File: config.mk
export PLATFORM = sky130hd
export DESIGN_NAME = ifetch_unit_flat
export DESIGN_NICKNAME = d
export VERILOG_FILES = /design/src/rtl/ifetch_unit_pkg.sv /design/src/rtl/ifetch_unit_if.sv /design/src/rtl/ifetch_unit_sync_fifo.sv /design/src/rtl/ifetch_unit.sv /design/src/flat_wrapper.sv
export SDC_FILE = /design/constraint.sdc
export NUM_CORES = 1
export LEC_CHECK = 0
export CORE_ASPECT_RATIO = 0.6
export CORE_MARGIN = 2
export CORE_UTILIZATION = 53
export DETAILED_ROUTE_END_ITERATION = 10
export GPL_TIMING_DRIVEN = 0
export HOLD_SLACK_MARGIN = 0.1
export PLACE_DENSITY = 0.81
export SYNTH_ARGS = -nofsm -noshare
export SYNTH_HDL_FRONTEND = slang
export SYNTH_SLANG_ARGS = --single-unit
File: constraint.sdc
create_clock -name Clk -period 8.4 [get_ports Clk]
set_input_delay 0.84 -clock Clk [delete_from_list [all_inputs] [get_ports Clk]]
set_output_delay 0.84 -clock Clk [all_outputs]
set_load 0.02 [all_outputs]
File: src/rtl/ifetch_unit_pkg.sv
// Shared CPU front-end definitions: reset PC, fetch buffering depth and the
// {pc, instr} record carried from fetch to decode.
package cpu_defs;

    localparam logic [31:0] PC_BEGIN    = 32'h3000;
    localparam int          FETCH_DEPTH = 2;
    localparam int          INSTR_W     = 32;
    localparam int          PC_W        = 32;

    typedef struct packed {
        logic [PC_W-1:0]    pc;
        logic [INSTR_W-1:0] instr;
    } fetch_entry_t;

    function automatic logic [PC_W-1:0] wordAlign(input logic [PC_W-1:0] addr);
        return {addr[PC_W-1:2], 2'b00};
    endfunction

endpackage

File: src/rtl/ifetch_unit_if.sv
// Fetch-stage bus: PC stage hookup, instruction memory handshake and the
// IF/ID valid/ready boundary. master is the fetch unit, slave its environment.
interface ifetch_unit_if;
    import cpu_defs::*;

    logic [PC_W-1:0]    Pc;
    logic               Flush;
    logic               Stall;
    logic               ImemReq;
    logic [PC_W-1:0]    ImemAddr;
    logic               ImemGnt;
    logic               ImemRvalid;
    logic [INSTR_W-1:0] ImemRdata;
    logic               IfValid;
    logic [INSTR_W-1:0] IfInstr;
    logic [PC_W-1:0]    IfPc;
    logic               IdReady;

    modport master (
        input  Pc, Flush, ImemGnt, ImemRvalid, ImemRdata, IdReady,
        output Stall, ImemReq, ImemAddr, IfValid, IfInstr, IfPc
    );

    modport slave (
        output Pc, Flush, ImemGnt, ImemRvalid, ImemRdata, IdReady,
        input  Stall, ImemReq, ImemAddr, IfValid, IfInstr, IfPc
    );

endinterface

File: src/rtl/ifetch_unit_sync_fifo.sv
// Small synchronous FIFO with registered storage; the head entry is read
// straight from storage, clear empties it in one cycle with priority.
module sync_fifo #(
    parameter  int WIDTH = 32,
    parameter  int DEPTH = 2,
    localparam int PW    = $clog2(DEPTH),
    localparam int CW    = $clog2(DEPTH + 1)
) (
    input  logic             Clk,
    input  logic             Reset,
    input  logic             push_i,
    input  logic             pop_i,
    input  logic             clear_i,
    input  logic [WIDTH-1:0] wdata_i,
    output logic [WIDTH-1:0] rdata_o,
    output logic [CW-1:0]    count_o,
    output logic             full_o,
    output logic             empty_o
);

    logic [WIDTH-1:0] mem_q [DEPTH];
    logic [PW-1:0]    wrPtr_q, wrPtr_d;
    logic [PW-1:0]    rdPtr_q, rdPtr_d;
    logic [CW-1:0]    count_q, count_d;
    logic             doPush, doPop;

    assign full_o  = (count_q == CW'(DEPTH));
    assign empty_o = (count_q == '0);
    assign rdata_o = mem_q[rdPtr_q];

    // A full FIFO still accepts a write when the head leaves in the same cycle.
    assign doPush = push_i && (!full_o || pop_i);
    assign doPop  = pop_i && !empty_o;

    always_comb begin
        wrPtr_d = wrPtr_q;
        rdPtr_d = rdPtr_q;
        count_d = count_q;
        if (clear_i) begin
            wrPtr_d = '0;
            rdPtr_d = '0;
            count_d = '0;
        end else begin
            if (doPush) wrPtr_d = wrPtr_q + PW'(1);
            if (doPop)  rdPtr_d = rdPtr_q + PW'(1);
            count_d = count_q + CW'(doPush) - CW'(doPop);
        end
    end

    always_ff @(posedge Clk) begin
        if (Reset) begin
            for (int i = 0; i < DEPTH; i++) mem_q[i] <= '0;
            wrPtr_q <= '0;
            rdPtr_q <= '0;
            count_q <= '0;
        end else begin
            if (doPush && !clear_i) mem_q[wrPtr_q] <= wdata_i;
            wrPtr_q <= wrPtr_d;
            rdPtr_q <= rdPtr_d;
            count_q <= count_d;
        end
    end

    assign count_o = count_q;

endmodule

File: src/rtl/ifetch_unit.sv
// Instruction fetch stage: credit-limited in-order requests to instruction
// memory, a PC-tagged return buffer toward decode, and flush-time discarding.
module ifetch_unit
    import cpu_defs::*;
#(
    parameter int DEPTH  = FETCH_DEPTH,
    parameter int ADDR_W = 32
) (
    input  logic          Clk,
    input  logic          Reset,
    ifetch_unit_if.master bus
);

    localparam int CW = $clog2(DEPTH + 1);

    logic [ADDR_W-1:0] pcqHead;
    logic [CW-1:0]     pend;
    logic              pcqFull, pcqEmpty;
    fetch_entry_t      bufHead, bufIn;
    logic [CW-1:0]     bufCount;
    logic              bufFull, bufEmpty;
    logic [CW-1:0]     drop_q, drop_d;
    logic [CW:0]       used;
    logic              accept, bufPush, bufPop;

    // Credit counts the head leaving this cycle, so a DEPTH=2 pipe sustains
    // one instruction per cycle while still never over-committing the buffer.
    assign bufPop  = !bufEmpty && bus.IdReady && !bus.Flush;
    assign used    = (CW+1)'(pend) + (CW+1)'(bufCount) - (CW+1)'(bufPop);

    assign bus.ImemReq  = !Reset && !bus.Flush && (used < (CW+1)'(DEPTH));
    assign bus.ImemAddr = {bus.Pc[ADDR_W-1:2], 2'b00};
    assign accept       = bus.ImemReq && bus.ImemGnt;
    assign bus.Stall    = !accept && !bus.Flush;

    assign bufPush = bus.ImemRvalid && !bus.Flush && (drop_q == '0);
    assign bufIn   = '{pc: pcqHead, instr: bus.ImemRdata};

    sync_fifo #(.WIDTH(ADDR_W), .DEPTH(DEPTH)) pcq (
        .Clk     (Clk),
        .Reset   (Reset),
        .push_i  (accept),
        .pop_i   (bus.ImemRvalid),
        .clear_i (1'b0),
        .wdata_i (bus.Pc),
        .rdata_o (pcqHead),
        .count_o (pend),
        .full_o  (pcqFull),
        .empty_o (pcqEmpty)
    );

    sync_fifo #(.WIDTH($bits(fetch_entry_t)), .DEPTH(DEPTH)) outBuf (
        .Clk     (Clk),
        .Reset   (Reset),
        .push_i  (bufPush),
        .pop_i   (bufPop),
        .clear_i (bus.Flush),
        .wdata_i (bufIn),
        .rdata_o (bufHead),
        .count_o (bufCount),
        .full_o  (bufFull),
        .empty_o (bufEmpty)
    );

    // On Flush everything still outstanding is wrong-path, except a word
    // returning right now, which is discarded on the spot.
    always_comb begin
        drop_d = drop_q;
        if (bus.Flush)
            drop_d = pend - CW'(bus.ImemRvalid);
        else if (bus.ImemRvalid && drop_q != '0)
            drop_d = drop_q - CW'(1);
    end

    always_ff @(posedge Clk) begin
        if (Reset) drop_q <= '0;
        else       drop_q <= drop_d;
    end

    assign bus.IfValid = !bufEmpty;
    assign bus.IfPc    = bufHead.pc;
    assign bus.IfInstr = bufHead.instr;

    a_noBufOverflow: assert property (@(posedge Clk) disable iff (Reset)
        !(bufPush && bufFull && !bufPop));
    a_noPcqOverflow: assert property (@(posedge Clk) disable iff (Reset)
        !(accept && pcqFull));
    a_noOrphanRvalid: assert property (@(posedge Clk) disable iff (Reset)
        !(bus.ImemRvalid && pcqEmpty));

endmodule
File: src/flat_wrapper.sv
// flat-port wrapper written by rule: the top's interface ports become plain ports
module ifetch_unit_flat import cpu_defs::*;
#(
    parameter int DEPTH  = FETCH_DEPTH,
    parameter int ADDR_W = 32
)
  (Clk, Reset, bus_Pc, bus_Flush, bus_ImemGnt, bus_ImemRvalid, bus_ImemRdata, bus_IdReady, bus_Stall, bus_ImemReq, bus_ImemAddr, bus_IfValid, bus_IfInstr, bus_IfPc);
  ifetch_unit_if bus_i ();
  input  logic Clk;
  input  logic Reset;
  input wire logic [$bits(bus_i.Pc)-1:0] bus_Pc;
  input wire logic [$bits(bus_i.Flush)-1:0] bus_Flush;
  input wire logic [$bits(bus_i.ImemGnt)-1:0] bus_ImemGnt;
  input wire logic [$bits(bus_i.ImemRvalid)-1:0] bus_ImemRvalid;
  input wire logic [$bits(bus_i.ImemRdata)-1:0] bus_ImemRdata;
  input wire logic [$bits(bus_i.IdReady)-1:0] bus_IdReady;
  output wire logic [$bits(bus_i.Stall)-1:0] bus_Stall;
  output wire logic [$bits(bus_i.ImemReq)-1:0] bus_ImemReq;
  output wire logic [$bits(bus_i.ImemAddr)-1:0] bus_ImemAddr;
  output wire logic [$bits(bus_i.IfValid)-1:0] bus_IfValid;
  output wire logic [$bits(bus_i.IfInstr)-1:0] bus_IfInstr;
  output wire logic [$bits(bus_i.IfPc)-1:0] bus_IfPc;
  assign bus_i.Pc = bus_Pc;
  assign bus_i.Flush = bus_Flush;
  assign bus_i.ImemGnt = bus_ImemGnt;
  assign bus_i.ImemRvalid = bus_ImemRvalid;
  assign bus_i.ImemRdata = bus_ImemRdata;
  assign bus_i.IdReady = bus_IdReady;
  assign bus_Stall = bus_i.Stall;
  assign bus_ImemReq = bus_i.ImemReq;
  assign bus_ImemAddr = bus_i.ImemAddr;
  assign bus_IfValid = bus_i.IfValid;
  assign bus_IfInstr = bus_i.IfInstr;
  assign bus_IfPc = bus_i.IfPc;
  ifetch_unit #(.DEPTH(DEPTH), .ADDR_W(ADDR_W)) u_core (.Clk(Clk), .Reset(Reset), .bus(bus_i));
endmodule
-- Yosys cells after proc, flatten, opt, wreduce, memory -nomap -nowiden
Memory sizes are Yosys's and may differ from the RTL's. A register that Yosys moved wholly into a read port is not among the register bits.
Index checks and enable logic that the tools add are counted.
- multiply operators: 0
- add/subtract/negate cells: 12
- eq/ne operators: 2
- shifts and indexed selects: 0
- reductions and logical operators: 31
- divide/modulo/power cells: 0
- multiplexer cells: 20
- order comparisons: 1
- bitwise operators: 0
- operators with widths (operator ; count):
    $mux W64 ; 1
    $reduce_or A64 Y1 ; 1
    $mux W32 ; 1
    $reduce_or A32 Y1 ; 1
    $mux W1 ; 16
    $logic_and A1 B1 Y1 ; 14
    $logic_not A1 Y1 ; 7
    $logic_not A2 Y1 ; 3
    $sub A2 B1 Y2 ; 3
    $add A1 B1 Y1 const B ; 4
    $add A2 B1 Y2 ; 2
    $eq A2 B2 Y1 const B ; 2
    $mux W2 ; 2
    $reduce_bool A2 Y1 ; 2
    $add A2 B2 Y3 ; 1
    $lt A3 B2 Y1 const B ; 1
    $sub A3 B1 Y3 ; 1
    $logic_or A1 B1 Y1 ; 2
    $reduce_or A2 Y1 ; 1
    $sub A2 B1 Y2 const B ; 1
- bits in writable memories: 192
- memories kept: 2
- input port bits: 70
- ROM bits: 0
- bits in registers: 10
- latch bits: 0
- output and inout bits: 99
- logic and storage cells: 75
- memory list (name ; depth ; width ; rd ports ; clocked after Yosys merged registers in ; wr ports ; line ; RTL):
    u_core.outBuf.mem_q ; 2 ; 64 ; 1 ; 1 ; 2 ; ifetch_unit_sync_fifo.sv:21 ; logic [WIDTH-1:0] mem_q [DEPTH];
    u_core.pcq.mem_q ; 2 ; 32 ; 1 ; 1 ; 2 ; ifetch_unit_sync_fifo.sv:21 ;

-- Longest topological paths before layout
- depth in word-level cells: 14
- depth in mapped cells: 13
- gate-level depth less buffers: 13

-- Modules after synthesis
A second synthesis with hierarchy kept.
- cell total of the unflattened synthesis: 629
- area, all modules: 9354.0 sq um
- modules (own cells, without submodules) (module ; cells an instance ; seq. area each (sq um) ; instances ; area each (sq um)):
    sync_fifo at u_core.outBuf ; 368 ; 3943.8 ; 1 ; 5790.6
    sync_fifo at u_core.pcq ; 197 ; 2021.9 ; 1 ; 3047.9
    ifetch_unit ; 64 ; 40.0 ; 1 ; 515.5

-- Worst setup path before layout
Ideal clock, no wire load.
- path type: input port to flip-flop
- from: input port bus_Flush
- to: memory u_core.outBuf.mem_q[1][0] (netlist bit) (enable)
- required time: 7.826 ns
- data arrival time: 5.803 ns
- buffers on the path: 0
- stages on the path: 3
- slack: 2.022 ns
- setup time: 0.574 ns
- cells stage by stage: nand3b_4 -> or2_2 -> o21ai_0
- RTL lines (what ; line ; RTL):
    from (decl) ; flat_wrapper.sv:12 ; input wire logic [$bits(bus_i.Flush)-1:0] bus_Flush;
    to (decl) ; ifetch_unit_sync_fifo.sv:21 ;

-- Worst setup path after layout
- from: input port bus_Flush
- to: output port bus_Stall
- word-level cells in the longest chain between the ends: 8
- elaborated cells between the ends (all ways): 9
- those cells by class: 1 x add/sub; 1 x order compare; 7 x reduce/logical
- RTL lines (what ; line ; RTL):
    $logic_not A1 Y1 * ; ifetch_unit.sv:28, ifetch_unit.sv:31, ifetch_unit.sv:34 ;
    $logic_and A1 B1 Y1 ; ifetch_unit.sv:28 ; assign bufPop = !bufEmpty && bus.IdReady && !bus.Flush;
    $sub A3 B1 Y3 ; ifetch_unit.sv:29 ; assign used = (CW+1)'(pend) + (CW+1)'(bufCount) - (CW+1)'(bufPop);
    $lt A3 B2 Y1 ; ifetch_unit.sv:31 ; assign bus.ImemReq = !Reset && !bus.Flush && (used < (CW+1)'(DEPTH));
    $logic_and A1 B1 Y1 ; ifetch_unit.sv:31 ;
    $logic_and A1 B1 Y1 ; ifetch_unit.sv:33 ; assign accept = bus.ImemReq && bus.ImemGnt;
    $logic_not A1 Y1 ; ifetch_unit.sv:34 ; assign bus.Stall = !accept && !bus.Flush;
    $logic_and A1 B1 Y1 * ; ifetch_unit.sv:34 ;
    to (decl) ; flat_wrapper.sv:17 ; output wire logic [$bits(bus_i.Stall)-1:0] bus_Stall;
Every way passes the cells marked *; elsewhere a longest branch is shown, timed or not.

==> metrics.md <==
| Metric | Value |
|---|---|
| Status | finished, final reports clean |
| CTS Sinks | just over 200 |
| Initial antenna violation count | 1 |
| Vias in the first global route | 5631 |
| Post-Route WL | ~18 mm |
| Final TNS setup | 0 ns |
| Delay-heaviest family, CP | buffers and inverters |
| Maximum clock insertion buffer count | 3 |
| Slowest cell on the critical path | clkdlybuf4s50_1 |
| Max Cap Viol | 0 |
| Sequential fraction of the synthesis area | between 60% and 70% |
| R2R Setup Slk | roughly 4.7 ns |
| GP Congestion | 0.805 |
| Crit path DAT | between 4 and 5 ns |
| Max VDD drop | between 90 and 100 uV |
| Cell mode on critical path | clkdlybuf4s50_1 |
| Post-DR wirelength/cell | 17.0 um |
| # diodes | 0 |
| IO Pins | 169 |
| Hold bufs inserted after CTS | 0 |
| CTS tree | built |
| Critical path cell sequence | clkdlybuf4s50_1 -> buf_1 -> nor2_1 -> ha_1 -> or2b_1 -> fa_1 -> xnor2_1 -> and3b_1 -> a21oi_1 -> clkdlybuf4s50_1 |
| DR vias/cell | about 5.1 |
| Pin count of the biggest net entering global routing | 65 |
| List of most frequent post-synthesis cells | 192 x edfxtp_1, 89 x and2_1, 64 x mux2_2, 63 x nor2_1, 40 x and2_2 |
| Cell taking the most area after synthesis | edfxtp_1 |
| Crit Path Max Fanout | 10 |
| DR DRC count | 0 |
| Clk_skew | between 0.015 and 0.02 ns |
| Fmax | ~200 MHz |
| Final core occ | between 70% and 80% |
| Hold/Removal Path Class | flop to flop |
| Final #Nets | between 900 and 1000 |
| Final HPWL DP | ~13 mm |
| Distinct cell type count after synthesis | 43 |
| Clock buffer count from CTS | 20 |
| Reg clk slew, reported paths | around 0.06 ns |
| Row count | 37 |
| Core area | about 17000 um^2 |
| Die span in x | roughly 170 um |
| CP Buf/Inv Count | 3 |
| Yosys warning count | 0 |
| Worst Hold Slack | 0.551 ns |
| Slew Viols, Final | 0 |
| Setup bufs post-CTS | 0 |
| Fin crit share | between 60% and 70% |
| Final min period | 5.12 ns |
| GRT Total Usage | between 10% and 20% |
| Place WS | 3.31 ns |
| Area contributors post-synth | edfxtp_1 63%, mux2_2 7.9%, and2_1 6.1% |
| Worst skew pair latency | a little under 0.5 ns |
| Area growth, synth to finish | 30.0% |
| Mapped Cells | 630 |
| # setup viols final | 0 |
| Ys flop type | edfxtp_1 |
| Die Y-Extent | approximately 110 um |
| Root Driver | clkbuf_16 |
| Syn Area/Cell | 14.6 um^2 |
| Antenna-violating nets left | 0 |
| #FFs+latches synth | 204 |
| Global route total overflow | 0 |
| Yosys top cell area share | between 60% and 70% |
| First-pass GRT wire length | between 20 and 30 mm |
| Worst slew margin | about 37% |
| Slew @ Worst Pin | between 0.9 and 1 ns |
| Via count | 5444 |
| P_leak | around 4.5 nW |
| Final WS setup | 3.28 ns |
| Crit path largest cell delay | 0.63 ns |
| Synthesized cell area | around 9000 um^2 |
| WP data required | around 7.6 ns |
| Final-report hold violation count | 0 |
| Worst Setup Path Type | input port to primary output |
| Port bufs | approximately 170 |
| Router iterations before antenna repair | 4 |
| Power Density | 223 nW/um^2 |
| Initial DRC Count | about 370 |
| H-tree Lvls | 1 |
| Post-synth EDFFs | about 190 |
| Die area | around 18000 um^2 |
| Worst Setup End Kind | primary output |
| RSZ-0062 raised after global routing | false |
| Startpoint Class | input port |
| Initial core utilization | between 50 and 60% |
| CTS resizes | 0 |
| Ys async rst share | 0% |
| Share of layout cells above drive strength 1 | roughly a quarter |
| Count leader, synth | edfxtp_1 |
==> registers in the layout, indices dropped and copies added (netlist names), named ones only <==
| name | count |
|---|---|
| u_core.outBuf.count_o | 2 |
| u_core.pcq.rdPtr_q | 1 |
| u_core.pcq.mem_q | 64 |
| u_core.drop_q | 2 |
| u_core.outBuf.mem_q | 128 |
| u_core.pcq.count_o | 2 |
| u_core.pcq.wrPtr_q | 1 |
| u_core.outBuf.wrPtr_q | 1 |
| u_core.outBuf.rdPtr_q | 1 |
==> metal layers <==
layer	global-route usage, %	share of wire, %
met1	26.0	44
met2	34.1	48
met3	4.47	6.6
met4	4.08	1.4
met5	0	0
==> cells in the final DEF (no fill, tap or decap), types with 3 or more instances in the layout <==
cell,Yosys,layout
clkinv_1,0,5
and2_1,89,89
clkbuf_16,0,21
buf_4,32,32
and2_2,40,40
edfxtp_1,192,192
buf_2,8,8
inv_1,10,10
nor2_1,63,63
clkbuf_1,9,12
nor3_1,3,3
clkbuf_2,6,6
ha_1,8,8
o21ai_0,6,3
mux2i_1,32,32
buf_6,5,5
mux2_2,64,64
o21ai_4,0,3
dfxtp_1,12,12
clkdlybuf4s50_1,0,166
bufinv_16,0,3
buf_8,3,3
clkinv_2,0,3
nor2_2,7,7
xnor2_1,8,8
==> cell type report <==
| cell class | instances | area, um^2 |
|---|---|---|
| Clock buffer | 24 | 537 |
| Clock inverter | 11 | 124 |
| Multi-Input combinational cell | 352 | 2720 |
| Timing Repair Buffer | 170 | 1760 |
| Tap cell | 234 | 293 |
| Inverter | 10 | 37.5 |
| Fill cell | 1165 | 5110 |
| Sequential cell | 204 | 6010 |
| Buffer | 65 | 453 |
==> final timing paths <==
check	depth (start not counted)	start	end
hold reg to reg	2	u_core.outBuf.wrPtr_q	u_core.outBuf.wrPtr_q
setup / recovery	10	bus_Flush	bus_Stall
hold / removal	2	u_core.outBuf.wrPtr_q	u_core.outBuf.wrPtr_q
setup reg to reg	13	u_core.outBuf.count_o[0]	u_core.pcq.count_o[1]
==> cell families (layout without fill, tap and decap cells) <==
family | after synthesis | after routing | share of synthesized area, %
buf+inv | 75 | 280 | 5.35
fa+ha+maj | 9 | 9 | 1.31
other cells | 1 | 2 | 0.0409
flops | 204 | 204 | 65.5
compound gates | 13 | 13 | 0.914
mux | 96 | 96 | 11.3
simple gates | 223 | 223 | 14.7
xor+xnor | 9 | 9 | 0.859
==> through the flow <==
| step | power, mW | instances | cell area [um^2] |
|---|---|---|---|
| 5_1_grt | 2.76 | 1070 | 11900 |
| 3_3_place_gp | 1.76 | 1031 | 11100 |
| 6_report | 2.66 | 1070 | 11900 |
| 2_1_floorplan | 1.59 | 631 | 9180 |
| 3_5_place_dp | 1.79 | 1035 | 11300 |
| 4_1_cts | 2.67 | 1070 | 11900 |
==> power breakdown <==
group	internal [mW]	switching, mW
Sequential	1.22	0.0297
Clock	0.546	0.352
Combinational	0.243	0.276
==> worst register-to-register path, cell delays in order (launching register included) <==
cell and delay, ns:
dfxtp_1 0.37, o21ai_0 0.41, nor2_1 0.11, ha_1 0.31, or2b_1 0.24, fa_1 0.55, nand4bb_4 0.15, or3_1 0.49
ha_1 0.33, inv_1 0.04, ha_1 0.19, xnor2_1 0.18, xnor2_1 0.15, nor2_1 0.05
Note: power is estimated with default switching activity, not from simulation.
